==> src/rtl/idex_reg_pkg.sv <==
// Shared definitions for the ID/EX pipeline register: control bundle,
// ALU operation encoding and the all-zero bubble constant.
package idex_reg_pkg;

    localparam int DEF_XLEN          = 32;
    localparam int DEF_RF_ADDR_WIDTH = 5;
    localparam int DEF_CNT_WIDTH     = 16;

    typedef enum logic [3:0] {
        ALU_ADD   = 4'd0,
        ALU_SUB   = 4'd1,
        ALU_SLL   = 4'd2,
        ALU_SLT   = 4'd3,
        ALU_SLTU  = 4'd4,
        ALU_XOR   = 4'd5,
        ALU_SRL   = 4'd6,
        ALU_SRA   = 4'd7,
        ALU_OR    = 4'd8,
        ALU_AND   = 4'd9,
        ALU_PASSB = 4'd10
    } alu_op_e;

    typedef struct packed {
        logic    regWrite;
        logic    memRead;
        logic    memWrite;
        logic    memToReg;
        logic    aluSrc;
        logic    branch;
        logic    jump;
        alu_op_e aluOp;
    } idex_ctrl_t;

    // A bubble carries no side effects: no register write, no memory access.
    localparam idex_ctrl_t IDEX_BUBBLE = '0;

endpackage

==> src/rtl/idex_reg_hazard.sv <==
// Load-use hazard detector: flags an ID instruction that reads the
// destination of a load currently sitting in EX. Kept separate so a later
// branch-in-ID dependency check can reuse it.
module idex_hazard #(
    parameter int RF_ADDR_WIDTH = 5
) (
    input  logic                     idValid_i,
    input  logic [RF_ADDR_WIDTH-1:0] idRs1_i,
    input  logic [RF_ADDR_WIDTH-1:0] idRs2_i,
    input  logic                     idUsesRs1_i,
    input  logic                     idUsesRs2_i,
    input  logic                     exValid_i,
    input  logic                     exMemRead_i,
    input  logic [RF_ADDR_WIDTH-1:0] exRd_i,
    input  logic                     flush_i,
    output logic                     loadUse_o,
    output logic                     hazStall_o
);

    logic rs1Match;
    logic rs2Match;

    // Compare the operands ID really reads against the load destination in EX;
    // x0 is never a real dependency, and a flush kills the stall request.
    always_comb begin
        rs1Match   = idUsesRs1_i && (idRs1_i == exRd_i);
        rs2Match   = idUsesRs2_i && (idRs2_i == exRd_i);
        loadUse_o  = idValid_i && exValid_i && exMemRead_i &&
                     (exRd_i != '0) && (rs1Match || rs2Match);
        hazStall_o = loadUse_o && !flush_i;
    end

endmodule

==> src/rtl/idex_reg.sv <==
// ID/EX pipeline register with integrated load-use bubble insertion,
// branch flush, MEM-driven freeze and saturating stall/flush counters.
module idex_reg
    import idex_reg_pkg::*;
#(
    parameter int XLEN          = DEF_XLEN,
    parameter int RF_ADDR_WIDTH = DEF_RF_ADDR_WIDTH,
    parameter int CNT_WIDTH     = DEF_CNT_WIDTH
) (
    input  logic                     clk,
    input  logic                     rst,
    input  logic                     idValid,
    input  logic [XLEN-1:0]          idPc,
    input  logic [XLEN-1:0]          idRs1Data,
    input  logic [XLEN-1:0]          idRs2Data,
    input  logic [XLEN-1:0]          idImm,
    input  logic [RF_ADDR_WIDTH-1:0] idRs1,
    input  logic [RF_ADDR_WIDTH-1:0] idRs2,
    input  logic [RF_ADDR_WIDTH-1:0] idRd,
    input  logic                     idUsesRs1,
    input  logic                     idUsesRs2,
    input  idex_ctrl_t               idCtrl,
    input  logic                     exFlush,
    input  logic                     memStall,
    output logic                     idexValid,
    output logic [XLEN-1:0]          idexPc,
    output logic [XLEN-1:0]          idexRs1Data,
    output logic [XLEN-1:0]          idexRs2Data,
    output logic [XLEN-1:0]          idexImm,
    output logic [RF_ADDR_WIDTH-1:0] idexRs1,
    output logic [RF_ADDR_WIDTH-1:0] idexRs2,
    output logic [RF_ADDR_WIDTH-1:0] idexRd,
    output idex_ctrl_t               idexCtrl,
    output logic                     hazStall,
    output logic [CNT_WIDTH-1:0]     stallCount,
    output logic [CNT_WIDTH-1:0]     flushCount
);

    localparam logic [CNT_WIDTH-1:0] CNT_ONE = {{(CNT_WIDTH-1){1'b0}}, 1'b1};
    localparam logic [CNT_WIDTH-1:0] CNT_MAX = '1;

    logic                     valid_q,    valid_d;
    logic [XLEN-1:0]          pc_q,       pc_d;
    logic [XLEN-1:0]          rs1Data_q,  rs1Data_d;
    logic [XLEN-1:0]          rs2Data_q,  rs2Data_d;
    logic [XLEN-1:0]          imm_q,      imm_d;
    logic [RF_ADDR_WIDTH-1:0] rs1_q,      rs1_d;
    logic [RF_ADDR_WIDTH-1:0] rs2_q,      rs2_d;
    logic [RF_ADDR_WIDTH-1:0] rd_q,       rd_d;
    idex_ctrl_t               ctrl_q,     ctrl_d;
    logic [CNT_WIDTH-1:0]     stallCnt_q, stallCnt_d;
    logic [CNT_WIDTH-1:0]     flushCnt_q, flushCnt_d;
    logic                     loadUse;

    idex_hazard #(
        .RF_ADDR_WIDTH (RF_ADDR_WIDTH)
    ) u_hazard (
        .idValid_i   (idValid),
        .idRs1_i     (idRs1),
        .idRs2_i     (idRs2),
        .idUsesRs1_i (idUsesRs1),
        .idUsesRs2_i (idUsesRs2),
        .exValid_i   (valid_q),
        .exMemRead_i (ctrl_q.memRead),
        .exRd_i      (rd_q),
        .flush_i     (exFlush),
        .loadUse_o   (loadUse),
        .hazStall_o  (hazStall)
    );

    // Next-state selection: freeze beats flush, flush beats load-use bubble,
    // otherwise capture ID (with control/addresses zeroed for a non-instruction).
    always_comb begin
        valid_d    = valid_q;
        pc_d       = pc_q;
        rs1Data_d  = rs1Data_q;
        rs2Data_d  = rs2Data_q;
        imm_d      = imm_q;
        rs1_d      = rs1_q;
        rs2_d      = rs2_q;
        rd_d       = rd_q;
        ctrl_d     = ctrl_q;
        stallCnt_d = stallCnt_q;
        flushCnt_d = flushCnt_q;

        if (memStall) begin
            valid_d = valid_q;
        end else if (exFlush || loadUse) begin
            valid_d   = 1'b0;
            pc_d      = '0;
            rs1Data_d = '0;
            rs2Data_d = '0;
            imm_d     = '0;
            rs1_d     = '0;
            rs2_d     = '0;
            rd_d      = '0;
            ctrl_d    = IDEX_BUBBLE;
            if (exFlush) begin
                flushCnt_d = (flushCnt_q == CNT_MAX) ? flushCnt_q : flushCnt_q + CNT_ONE;
            end else begin
                stallCnt_d = (stallCnt_q == CNT_MAX) ? stallCnt_q : stallCnt_q + CNT_ONE;
            end
        end else begin
            valid_d   = idValid;
            pc_d      = idPc;
            rs1Data_d = idRs1Data;
            rs2Data_d = idRs2Data;
            imm_d     = idImm;
            rs1_d     = idValid ? idRs1 : '0;
            rs2_d     = idValid ? idRs2 : '0;
            rd_d      = idValid ? idRd  : '0;
            ctrl_d    = idValid ? idCtrl : IDEX_BUBBLE;
        end
    end

    // State register with synchronous reset that overrides every other action.
    always_ff @(posedge clk) begin
        if (rst) begin
            valid_q    <= 1'b0;
            pc_q       <= '0;
            rs1Data_q  <= '0;
            rs2Data_q  <= '0;
            imm_q      <= '0;
            rs1_q      <= '0;
            rs2_q      <= '0;
            rd_q       <= '0;
            ctrl_q     <= IDEX_BUBBLE;
            stallCnt_q <= '0;
            flushCnt_q <= '0;
        end else begin
            valid_q    <= valid_d;
            pc_q       <= pc_d;
            rs1Data_q  <= rs1Data_d;
            rs2Data_q  <= rs2Data_d;
            imm_q      <= imm_d;
            rs1_q      <= rs1_d;
            rs2_q      <= rs2_d;
            rd_q       <= rd_d;
            ctrl_q     <= ctrl_d;
            stallCnt_q <= stallCnt_d;
            flushCnt_q <= flushCnt_d;
        end
    end

    assign idexValid   = valid_q;
    assign idexPc      = pc_q;
    assign idexRs1Data = rs1Data_q;
    assign idexRs2Data = rs2Data_q;
    assign idexImm     = imm_q;
    assign idexRs1     = rs1_q;
    assign idexRs2     = rs2_q;
    assign idexRd      = rd_q;
    assign idexCtrl    = ctrl_q;
    assign stallCount  = stallCnt_q;
    assign flushCount  = flushCnt_q;

endmodule

==> config.mk <==
export PLATFORM = sky130hd
export DESIGN_NAME = idex_reg
export DESIGN_NICKNAME = d
export VERILOG_FILES = /design/src/rtl/idex_reg_pkg.sv /design/src/rtl/idex_reg_hazard.sv /design/src/rtl/idex_reg.sv
export SDC_FILE = /design/constraint.sdc
export NUM_CORES = 1
export LEC_CHECK = 0
export BUFFER_PORTS_ARGS = -buffer_cell sky130_fd_sc_hd__buf_2
export CAP_MARGIN = 10
export CORE_MARGIN = 8
export CORE_UTILIZATION = 40
export DETAILED_ROUTE_END_ITERATION = 12
export PLACE_DENSITY = 0.76
export SETUP_SLACK_MARGIN = 0.2
export SKIP_CTS_REPAIR_TIMING = 1
export SYNTH_ARGS = -nofsm -noshare
export SYNTH_HDL_FRONTEND = slang
export SYNTH_SLANG_ARGS = --single-unit
==> constraint.sdc <==
create_clock -name clk -period 2.18 [get_ports clk]
set_input_delay 0.436 -clock clk [delete_from_list [all_inputs] [get_ports clk]]
set_output_delay 0.436 -clock clk [all_outputs]
set_load 0.01 [all_outputs]
# Yosys cells after proc, flatten, opt, wreduce, memory -nomap -nowiden
# Index checks and enable logic that the tools add are counted.
# word_totals
word_cells,54
reg_bits,187
out_inout_bits,188
# classes
n_mux,13
n_reduce_logical,13
addsub,2
n_bitwise,4
n_eq_ne,4
# ops
op,n
32-bit 2-to-1 mux,4
16-bit by 1-bit adder with 16-bit output (second input constant),2
16-bit == test (second input constant),2
5-bit 2-to-1 mux,6
11-bit 2-to-1 mux,2
5-bit == test,2
4-bit AND reduction,2
1-bit logical AND,7
5-bit nonzero test,1
1-bit NOT,4
1-bit logical OR,2
1-bit logical NOT,1
1-bit 2-to-1 mux,1

# Longest topological paths before layout
# Gate-level depths: netlist of run 1.
# depth
word_depth,6
ltp_mapped,8
depth_no_buf,7

# Modules after synthesis
# Synthesis of run 1 repeated with hierarchy kept, for this count alone.
# unflattened
cells_unflattened,717
hier_area_um2,6864.1
# by_module_without_submodules
mod,area_each_um2,n_inst,cells_per_inst
idex_reg,6708.9,1,698
idex_hazard,155.1,1,19

# Worst setup path before layout of run 1
# Ideal clock, no wire load.
# synth_path
path_kind,in2reg
start,input port idValid
end,register stallCnt_q[14] (netlist: stallCount[14])
path_buffers,1
slack_ns,0.078
arrival_ns,1.981
stages,7
t_required_ns,2.059
setup_time_ns,0.121
cell_sequence,buf_2 > and3_1 > o21ai_2 > nor4_4 > nand2_2 > nor4_1 > mux2_2
# synth_between
elab_chain_cells,6
# synth_lines
element,line_no,text
from (decl),idex_reg.sv:12,"input logic idValid,"
1-bit logical AND (3 in series),idex_reg_hazard.sv:28,loadUse_o = idValid_i && exValid_i && exMemRead_i &&
1-bit logical AND,idex_reg_hazard.sv:29,(exRd_i != '0) && (rs1Match || rs2Match);
1-bit logical OR,idex_reg.sv:88,end else if (exFlush || loadUse) begin
4-bit AND reduction (no source line),--,
to (signal assigned),idex_reg.sv:140,stallCnt_q <= stallCnt_d;
to (decl),idex_reg.sv:51,"logic [CNT_WIDTH-1:0] stallCnt_q, stallCnt_d;"
# Every way passes these cells.
# A chain may end at the register's enable or synchronous reset.

# Worst setup path in the final report of run 1
# layout_path
start,register rd_q[1] (netlist: idexRd[1])
end,output port hazStall
# layout_between
elab_chain_cells,5
elab_cells_between_ends,9
cone_classes,eq/ne (2); reduce/logical (7)
# layout_lines
element,line_no,text
from (decl),idex_reg.sv:49,"logic [RF_ADDR_WIDTH-1:0] rd_q, rd_d;"
from (signal assigned),idex_reg.sv:138,rd_q <= rd_d;
"5-bit == test, on equally long branches","idex_reg_hazard.sv:26, idex_reg_hazard.sv:27",
"1-bit logical AND, on equally long branches","idex_reg_hazard.sv:26, idex_reg_hazard.sv:27",
1-bit logical OR,idex_reg_hazard.sv:29,
1-bit logical AND *,idex_reg_hazard.sv:29,
1-bit logical AND *,idex_reg_hazard.sv:30,hazStall_o = loadUse_o && !flush_i;
to (decl),idex_reg.sv:34,"output logic hazStall,"
# Every way passes the cells marked *; elsewhere a longest branch is shown, timed or not.

==> results.sh, run 1 <==
export IMPL_final_common_cell="buf_2"
export IMPL_cellLeakagePower_nw=4.70
export IMPL_cts_buffers=17
export IMPL_synthToLayoutAreaGrowth_pct=53.8
export IMPL_setup_worst_path_start="idexRd[1]"
export IMPL_dpl_cell_area_mm2=0.00837
export IMPL_core_mm2=0.0157
export IMPL_worstSetupPathType="flop to primary output"
export IMPL_grt_pass1_wl_um=31600
export IMPL_critical_path_max_fanout=4
export IMPL_synth_edff_count=0
export IMPL_grt_start_max_net_pins=127
export IMPL_internal_power_mw=5.73
export IMPL_dp_cells=1085
export IMPL_ys_seq_area_share_pct=59.0
export IMPL_fillers=1294
export IMPL_firstDrtPassIters=5
export IMPL_slew_headroom_pct=60.7
export IMPL_cts_clk_slew_worst_paths_ns=0.07
export IMPL_finalSetupViolations=50
export IMPL_worstPathArrival_ns=1.85
export IMPL_crit_path_start_kind="flop"
export IMPL_post_route_drc_count=0
export IMPL_net_switching_power_mw=1.79
export IMPL_synth_area_per_cell_um2=11.6
export IMPL_clk_path_buf_depth=2
export IMPL_sw_frac_of_total_pct=23.8
export IMPL_drv_cap=0
export IMPL_vias=5964
export IMPL_ant_nets=0
export IMPL_yosys_register_bits=187
export IMPL_drive_above_1_share_pct=49.0
export IMPL_die_h_um=142
export IMPL_reg2reg_slack_ns=-0.07
export IMPL_cts_root_buf="clkbuf_16"
export IMPL_async_flop_share_pct=0
export IMPL_rsz0062_at_grt="yes"
export IMPL_peakVddDrop_mv=0.500
export IMPL_wl_per_cell_um=19.9
export IMPL_antenna_found_initial=7
export IMPL_critPathCaptureType="primary output"
export IMPL_synth_flop_cell="dfxtp_1"
export IMPL_drt_iter0_drc=367
export IMPL_rows=46
export IMPL_grt_pass1_vias=5795
export IMPL_timing_rr_end="idexRs1Data[4]"
export IMPL_worst_slack_ns=-0.111
export IMPL_ys_warn_count=0
export IMPL_fin_cells=1153
export IMPL_dp_hpwl_um=15700
export IMPL_track_usage_pct=19.8
export IMPL_combPwrFrac_pct=9.2
export IMPL_status="complete, but fails checks"
export IMPL_io_buffers=348
export IMPL_post_route_period_util_pct=105
export IMPL_fin_hold_ws_ns=0.222
export IMPL_cts_tree="built"
export IMPL_syn_nets=708
export IMPL_place_congestion=0.845
export IMPL_synth_area_mm2=0.00635
export IMPL_rr_startpoint="idexRd[1]"
export IMPL_nNetsFinal=1086
export IMPL_hold_path_class="input pin to flop"
export IMPL_via_per_inst=5.17
export IMPL_initial_core_util_pct=40.4
export IMPL_min_delay_start="idRs2Data[10]"
export IMPL_power_frac_clock_pct=43.1
export IMPL_hold_viol=0
export IMPL_power_density_mw_per_mm2=770
export IMPL_clkSinkCount=187
export IMPL_gr_total_overflow=0
export IMPL_maxSlewViolCount=0
export IMPL_htreeDepth=4
export IMPL_path_cells="or4_4 -> o21ai_4 -> nor2b_4 -> nor2b_1 -> buf_2"
export IMPL_floorplan_die_area_mm2=0.0202
export IMPL_die_w_um=142
export IMPL_ys_types=37
export IMPL_worst_pin_slew_ns=0.590
export IMPL_hold_end="idexRs2Data[10]"
export IMPL_fmax_mhz=437
export IMPL_critical_path_slowest_cell="or4_4"
export IMPL_crit_path_max_incr_delay_ns=0.53
export IMPL_skew_ns=0.0126
export IMPL_violations="negative setup slack"
export IMPL_reg2reg_depth=10
export IMPL_drt_wl_total_um=22900
export IMPL_final_cell_mix="buf_2 (348), dfxtp_1 (181), a22o_1 (129)"
export IMPL_io_pin_count=349
export IMPL_critPathRequiredTime_ns=1.74
export IMPL_seq_power_share_pct=47.7
export IMPL_period_needed_ns=2.29
export IMPL_whs_path_depth=2
export IMPL_design_area_mm2=0.00976
export IMPL_synthCells=545
export IMPL_clock_latency_ns=0.43
==> power groups by stage <==
stage	combinational (mW)	clock [mW]	sequential, mW
after CTS	0.598	3.30	3.58
after global routing	0.742	3.48	3.59
after detailed placement	0.597	0	3.66
after global placement	0.586	0	3.66
after floorplan	0.210	0	3.71
final	0.695	3.24	3.58
==> kinds of logic (layout without fill, tap and decap cells) <==
kind of cell | count (synthesis) | in the layout | share of synthesized area, %
AOI/OAI and AO/OA | 171 | 171 | 23.5
xor gates and xnor gates | 33 | 33 | 4.55
adders and majority gates | 2 | 2 | 0.394
buffers and inverters | 46 | 437 | 3.33
DFF | 187 | 187 | 59.0
muxes | 3 | 3 | 0.493
other | 0 | 1 | 0
and+or+nand+nor | 103 | 103 | 8.75
==> cells in the mapped netlist (2+ instances only) <==
master	instances	area (µm²)
dfxtp_1	187	3740
a22o_1	129	1130
nor2_1	30	113
a32o_1	26	260
clkbuf_1	25	93.8
nand3_1	20	100
xor2_1	19	166
xnor2_1	14	123
buf_2	13	65.1
nand4_1	9	56.3
nand2_1	8	30.0
or3_1	8	50.1
and3_1	7	43.8
a21oi_1	6	30.0
buf_4	6	45.0
o21ai_0	6	30.0
nor2b_1	4	25.0
and4_1	3	26.3
ha_1	2	25.0
inv_1	2	7.51
mux2i_1	2	20.0
nand2b_1	2	12.5
nor3_1	2	10.0
nor4_1	2	12.5
==> worst max-delay path: cells and delay by family, from the launching register on <==
kind            cells  cell delay, ns
compound gates      1            0.22
buf+inv             1            0.14
flops               1            0.36
simple gates        3            0.71
==> per-layer routing <==
metal	wire, µm	GRT usage [%]
met5	65	0
met2	11400	33.7
met4	357	6.56
met3	2160	8.96
met1	8960	21.5
==> layout make-up <==
class / instances / area (µm²) / area share [%]
Tap cell: 216 / 270 / 2.77
Sequential cell: 187 / 3760 / 38.5
Antenna cell: 1 / 2.50 / 0.0256
Clock buffer: 19 / 433 / 4.44
Clock inverter: 13 / 180 / 1.85
Inverter: 2 / 7.51 / 0.0769
Multi-Input combinational cell: 312 / 2520 / 25.8
Timing Repair Buffer: 403 / 2590 / 26.5
==> worst max-delay path by stage <==
stage / endpoint / slack (ns) / cells past startpoint
after detailed placement: idexRs2Data[3] / -0.09 / 9
after global routing: hazStall / -0.18 / 7
final: hazStall / -0.11 / 5
after CTS: hazStall / -0.31 / 6
after global placement: idexRs2Data[3] / 0.04 / 9
after floorplan: stallCount[14] / 0.08 / 7
==> metrics by stage <==
stage / setup TNS [ns] / utilization (%) / total power, mW / worst slack (ns)
after floorplan: 0 / - / 3.92 / 0.0782
after global placement: 0 / 53.3 / 4.24 / 0.0377
after detailed placement: -1.92 / 53.3 / 4.25 / -0.0872
after CTS: -0.597 / 57.2 / 7.48 / -0.307
after global routing: -6.70 / 62.1 / 7.81 / -0.178
final: -1.25 / 62.1 / 7.51 / -0.111
==> state kept, by name, summed over array words and instances, names as in the netlist <==
signal	flops
idexImm	32
idexPc	32
idexRs1Data	32
idexRs2Data	32
flushCount	16
stallCount	16
idexCtrl	11
idexRd	5
idexRs1	5
idexRs2	5
idexValid	1
Note: power is estimated with default switching activity, not from simulation.
==> run 2, diff against run 1 <==
--- a/config.mk
+++ b/config.mk
@@ -6,11 +6,12 @@
 export NUM_CORES = 1
 export LEC_CHECK = 0
 export BUFFER_PORTS_ARGS = -buffer_cell sky130_fd_sc_hd__buf_2
-export CAP_MARGIN = 10
+export CAP_MARGIN = 20
 export CORE_MARGIN = 8
-export CORE_UTILIZATION = 40
+export CORE_UTILIZATION = 41
+export CTS_BUF_LIST = sky130_fd_sc_hd__clkbuf_8
 export DETAILED_ROUTE_END_ITERATION = 12
-export PLACE_DENSITY = 0.76
+export PLACE_DENSITY = 0.78
 export SETUP_SLACK_MARGIN = 0.2
 export SKIP_CTS_REPAIR_TIMING = 1
 export SYNTH_ARGS = -nofsm -noshare
==> run 2 against run 1 <==
  * The run still ends with negative setup slack left
  * Critical path depth rose by 4
  * Global-route usage rose by 0.059 points
  * Clock power fell by 28%
  * Clock skew rose by 0.00059 ns
  * Critical path type is now flop to flop
  * Largest cell class unchanged
==> results.sh, run 2 (synthesized netlist as in run 1, its figures left out) <==
export IMPL_place_congestion=0.830
export IMPL_crit_family="simple AND/OR/NAND/NOR gates"
export IMPL_io_buffers=348
export IMPL_seq_power_share_pct=54.3
export IMPL_power_frac_clock_pct=35.3
export IMPL_drive_above_1_share_pct=49.4
export IMPL_post_route_drc_count=0
export IMPL_clock_latency_ns=0.45
export IMPL_worstPathArrival_ns=2.65
export IMPL_cp_common_cell="buf_12"
export IMPL_reg2reg_depth=9
export IMPL_antenna_found_initial=4
export IMPL_worst_slack_ns=-0.101
export IMPL_htreeDepth=4
export IMPL_cts_root_buf="clkbuf_8"
export IMPL_floorplan_die_area_mm2=0.0197
export IMPL_skew_ns=0.0132
export IMPL_finalSetupViolations=91
export IMPL_wl_per_cell_um=19.4
export IMPL_firstDrtPassIters=4
export IMPL_rsz0062_at_grt="yes"
export IMPL_sw_frac_of_total_pct=25.0
export IMPL_peakVddDrop_mv=0.387
export IMPL_ant_nets=0
export IMPL_core_mm2=0.0151
export IMPL_cts_tree="built"
export IMPL_drt_iter0_drc=297
export IMPL_maxSlewViolCount=0
export IMPL_reg2reg_slack_ns=-0.10
export IMPL_grt_pass1_vias=5594
export IMPL_fillers=1263
export IMPL_clk_path_buf_depth=2
export IMPL_min_delay_start="idRs1Data[19]"
export IMPL_hold_end="idexRs1Data[19]"
export IMPL_rows=45
export IMPL_critical_path_slowest_cell="or4_4"
export IMPL_crit_path_start_kind="flop"
export IMPL_crit_path_max_incr_delay_ns=0.54
export IMPL_initial_core_util_pct=41.9
export IMPL_grt_pass1_wl_um=31200
export IMPL_worst_pin_slew_ns=0.386
export IMPL_synthToLayoutAreaGrowth_pct=47.6
export IMPL_gr_total_overflow=0
export IMPL_die_h_um=140
export IMPL_drv_cap=0
export IMPL_slew_headroom_pct=74.3
export IMPL_die_w_um=140
export IMPL_critical_path_max_fanout=9
export IMPL_critPathCaptureType="flop"
export IMPL_fmax_mhz=438
export IMPL_violations="negative setup slack"
export IMPL_io_pin_count=349
export IMPL_grt_start_max_net_pins=89
export IMPL_final_common_cell="buf_2"
export IMPL_multi_input_comb_area_mm2=0.00253
export IMPL_status="complete, but fails checks"
export IMPL_net_switching_power_mw=1.65
export IMPL_dp_hpwl_um=15500
export IMPL_worstSetupPathType="flop to flop"
export IMPL_post_route_util_pct=61.8
export IMPL_regArea_mm2=0.00375
export IMPL_rr_startpoint="idexRd[0]"
export IMPL_cts_clk_slew_worst_paths_ns=0.10
export IMPL_clkSinkCount=187
export IMPL_critical_path_depth=9
export IMPL_critPathRequiredTime_ns=2.55
export IMPL_timing_rr_end="idexCtrl[3]"
export IMPL_internal_power_mw=4.95
export IMPL_period_needed_ns=2.28
export IMPL_combPwrFrac_pct=10.3
export IMPL_cts_buffers=17
export IMPL_path_cells="or4_4 -> o21ai_4 -> nor2b_4 -> buf_4 -> nor4_4 -> buf_12 -> buf_12 -> buf_16 -> a32o_1"
export IMPL_hold_viol=0
export IMPL_post_route_period_util_pct=105
export IMPL_whs_path_depth=2
export IMPL_vias=5817
export IMPL_drt_wl_total_um=21700
export IMPL_dpl_cell_area_mm2=0.00841
export IMPL_design_area_mm2=0.00937
export IMPL_power_density_mw_per_mm2=704
export IMPL_critPathBufInv=4
export IMPL_cellLeakagePower_nw=4.55
export IMPL_hold_path_class="input pin to flop"
export IMPL_track_usage_pct=19.9
export IMPL_via_per_inst=5.21
export IMPL_nNetsFinal=1077
export IMPL_final_cell_mix="buf_2 (347), dfxtp_1 (180), a22o_1 (129)"
run 2: changes by cell type in the layout (fill, tap and decap cells not counted), sizes merged:
cell	delta
buf	-5
clkbuf	-2
clkinvlp	-3
inv	+2
bufinv	-2
clkinv	+1
run 2: power by group through the flow:
stage | Clock (mW) | Sequential [mW] | Combinational, mW
5_1_grt | 2.53 | 3.59 | 0.732
3_5_place_dp | 0 | 3.65 | 0.609
2_1_floorplan | 0 | 3.71 | 0.210
6_report | 2.33 | 3.58 | 0.682
4_1_cts | 2.39 | 3.58 | 0.609
3_3_place_gp | 0 | 3.65 | 0.599
run 2: worst register-to-register path, cell delays in order (launching register included):
cell     delay, ns
dfxtp_2       0.33
or4_4         0.54
o21ai_4       0.20
nor2b_4       0.06
buf_4         0.13
nor4_4        0.31
buf_12        0.22
buf_12        0.13
buf_16        0.10
a32o_1        0.20
run 2: per-stage QoR:
step                setup TNS [ns]  setup WS (ns)  std cells  hold slack, ns  total power [mW]
floorplan                        0         0.0782        545           0.457              3.92
global placement            -12.11         -0.145       1063           0.442              4.25
detailed placement          -19.27         -0.201       1063           0.448              4.26
CTS                         -20.32         -0.356       1095           0.162              6.57
global route                -11.85         -0.171       1115           0.157              6.85
finish                       -3.04         -0.101       1116           0.194              6.59
run 2: metal layers:
layer / share of wire [%] / track usage [%] / vias to the layer above
met5: 0.26 / 0 / -
met4: 1.2 / 5.26 / 8
met3: 9.7 / 8.73 / 25
met2: 49 / 33.9 / 253
met1: 39 / 22.2 / 2730
li1: - / - / 2801
run 2: cell type report:
| class | count | area share [%] |
|---|---|---|
| Antenna cell | 1 | 0.0267 |
| Clock buffer | 21 | 3.09 |
| Clock inverter | 11 | 1.26 |
| Inverter | 2 | 0.0802 |
| Multi-Input combinational cell | 312 | 27.1 |
| Sequential cell | 187 | 40.1 |
| Tap cell | 188 | 2.51 |
| Timing Repair Buffer | 394 | 25.9 |
run 2: worst max-delay path by stage:
stage	startpoint	end	slack, ns
after floorplan	idValid	stallCount[14]	0.08
final	idexRd[0]	idexCtrl[3]	-0.10
after global placement	idRs2[4]	idexRs1Data[17]	-0.14
after global routing	idexRd[2]	hazStall	-0.17
after CTS	idexRd[4]	hazStall	-0.36
after detailed placement	idRs2[4]	idexImm[12]	-0.20
==> run 3, diff against run 2 <==
--- a/config.mk
+++ b/config.mk
@@ -5,10 +5,11 @@
 export SDC_FILE = /design/constraint.sdc
 export NUM_CORES = 1
 export LEC_CHECK = 0
+export ABC_AREA = 1
 export BUFFER_PORTS_ARGS = -buffer_cell sky130_fd_sc_hd__buf_2
 export CAP_MARGIN = 20
 export CORE_MARGIN = 8
-export CORE_UTILIZATION = 41
+export CORE_UTILIZATION = 44
 export CTS_BUF_LIST = sky130_fd_sc_hd__clkbuf_8
 export DETAILED_ROUTE_END_ITERATION = 12
 export PLACE_DENSITY = 0.78
==> run 3 against run 2 <==
  * The run now ends clean
  * Global-route usage increased by 2.4 points
  * Flip-flop and latch count unchanged
  * Utilization decreased by 3.1 points
  * Setup slack improved by 0.27 ns
  * Synthesized cell count increased by 87%
  * Sequential power about the same
  * Via count increased by 42%
  * Register-to-register slack improved by 0.49 ns
  * First-iteration DRC count increased by 82%
  * Final cell count increased by 40%
  * Non-clock buffer count decreased by 28
  * Total power increased by 4.3%
==> results.sh, run 3 <==
export IMPL_status="finished clean"
export IMPL_cellLeakagePower_nw=4.52
export IMPL_worstSetupPathType="flop to primary output"
export IMPL_fin_cells=1562
export IMPL_place_congestion=0.911
export IMPL_globalRouteMet1Util_pct=25.8
export IMPL_clock_latency_ns=0.46
export IMPL_slew_headroom_pct=58.1
export IMPL_synth_edff_count=0
export IMPL_hold_path_class="input pin to flop"
export IMPL_rows=48
export IMPL_synth_area_mm2=0.00779
export IMPL_die_w_um=149
export IMPL_synthCells=1019
export IMPL_initial_core_util_pct=45.1
export IMPL_htreeDepth=4
export IMPL_ys_top_cells_by_count="nand2_1 (248), dfxtp_1 (187), a21oi_1 (173)"
export IMPL_antenna_found_initial=2
export IMPL_dp_cells=1526
export IMPL_clkSinkCount=187
export IMPL_yosysTopAreaCell="dfxtp_1"
export IMPL_fillers=1615
export IMPL_period_needed_ns=2.01
export IMPL_fmax_mhz=498
export IMPL_via_per_inst=5.27
export IMPL_syn_nets=1182
export IMPL_drt_iter0_drc=541
export IMPL_grt_start_max_net_pins=102
export IMPL_io_pin_count=349
export IMPL_ys_seq_area_share_pct=48.0
export IMPL_vias=8239
export IMPL_wl_per_cell_um=16.7
export IMPL_cts_tree="built"
export IMPL_cts_clk_slew_worst_paths_ns=0.10
export IMPL_crit_path_start_kind="flop"
export IMPL_floorplan_die_area_mm2=0.0222
export IMPL_synth_top_area_share_pct=48.0
export IMPL_gr_total_overflow=0
export IMPL_final_common_cell="buf_2"
export IMPL_rsz0062_at_grt="yes"
export IMPL_firstDrtPassIters=5
export IMPL_whs_path_depth=3
export IMPL_reg2reg_slack_ns=0.39
export IMPL_post_route_period_util_pct=92.0
export IMPL_nNetsFinal=1488
export IMPL_diodes=0
export IMPL_met2_usage_pct=37.1
export IMPL_drt_wl_total_um=26100
export IMPL_synthToLayoutAreaGrowth_pct=30.4
export IMPL_dp_hpwl_um=18800
export IMPL_synth_area_per_cell_um2=7.65
export IMPL_cts_root_buf="clkbuf_8"
export IMPL_synth_flop_cell="dfxtp_1"
export IMPL_grt_pass1_vias=7689
export IMPL_critical_path_max_fanout=5
export IMPL_skew_ns=0.0129
export IMPL_critPathCaptureType="primary output"
export IMPL_finalSetupViolations=0
export IMPL_final_cell_mix="buf_2 (345), nand2_1 (244), dfxtp_1 (182)"
export IMPL_critPathRequiredTime_ns=1.74
export IMPL_use_met3_pct=6.34
export IMPL_worst_pin_slew_ns=0.629
export IMPL_rr_startpoint="flushCount[0]"
export IMPL_drive_above_1_share_pct=33.8
export IMPL_min_delay_start="idRs1Data[0]"
export IMPL_hold_viol=0
export IMPL_reg2reg_depth=8
export IMPL_io_buffers=348
export IMPL_track_usage_pct=22.3
export IMPL_maxSlewViolCount=0
export IMPL_drv_cap=0
export IMPL_die_h_um=149
export IMPL_grt_pass1_wl_um=40000
export IMPL_clk_path_buf_depth=2
export IMPL_post_place_ws_ns=0.299
export IMPL_ys_types=34
export IMPL_peakVddDrop_mv=0.372
export IMPL_hold_end="idexRs1Data[0]"
export IMPL_synth_area_top_cells="dfxtp_1 (48%), nand2_1 (12%), a21oi_1 (11%)"
export IMPL_power_density_mw_per_mm2=677
export IMPL_grt_busiest_layer="met2"
export IMPL_cts_buffers=17
export IMPL_async_flop_share_pct=0
export IMPL_ant_nets=0
export IMPL_synth_most_common_cell="nand2_1"
export IMPL_yosys_register_bits=187
export IMPL_ys_warn_count=0
export IMPL_worst_slack_ns=0.174
export IMPL_core_mm2=0.0173
export IMPL_timing_rr_end="flushCount[0]"
export IMPL_post_route_drc_count=0
export IMPL_worstPathArrival_ns=1.57
run 3: worst max path at each step:
stage                      to     startpoint  cells past startpoint  slack (ns)
3_5_place_dp       idexPc[22]       idRs2[0]                     11        0.30
3_3_place_gp      idexCtrl[4]       idRs2[0]                     11        0.35
4_1_cts              hazStall      idexRd[3]                      9       -0.09
5_1_grt              hazStall      idexRd[3]                      9        0.04
2_1_floorplan  stallCount[10]  stallCount[0]                     10        0.55
6_report             hazStall      idexRd[1]                      9        0.17
run 3: area by class of cell:
cell class                      instances  area, µm²  area share, %
Clock inverter                         12        183           1.80
Inverter                               41        161           1.59
Clock buffer                           19        262           2.57
Tap cell                              225        282           2.77
Timing Repair Buffer                  366       2000           19.7
Sequential cell                       187       3760           37.0
Multi-Input combinational cell        712       3510           34.6
run 3: metrics by stage:
stage                     hold WS (ns)  power, mW  setup TNS [ns]  utilization, %  area (µm²)
after floorplan                  0.459       4.00               0               -        7790
after global placement           0.449       4.35               0            55.8        9640
after detailed placement         0.452       4.36               0            55.8        9640
after CTS                        0.191       6.94         -0.0917            58.3       10100
after global routing             0.196       7.14               0            58.8       10200
final                            0.228       6.88               0            58.8       10200
run 3: kinds of logic after synthesis:
| group | synth area share, % |
|---|---|
| flip-flops | 48.0 |
| adder cells (fa/ha/maj) | 0.321 |
| AND/OR/NAND/NOR | 29.2 |
| XOR/XNOR | 2.36 |
| buffers and inverters | 7.18 |
| AO/OA/AOI/OAI | 12.9 |
run 3: power breakdown:
part / internal [mW] / switching (mW) / total, mW
Sequential: 3.52 / 0.0562 / 3.57
Combinational: 0.296 / 0.417 / 0.713
Clock: 1.32 / 1.27 / 2.59
run 3: critical path, stage by stage (launching register included):
cell	delay, ns
dfxtp_4	0.39
inv_4	0.04
nand2_2	0.05
nand2_1	0.05
nor2_1	0.10
nand3_1	0.12
nand2_4	0.12
nand3_4	0.08
inv_2	0.07
buf_6	0.09
run 3: routing by layer:
layer  wire (µm)  part of all wire, %
met1       10000                   38
met4         922                  3.5
met2       12800                   49
met3        2350                  9.0
met5          22                0.084
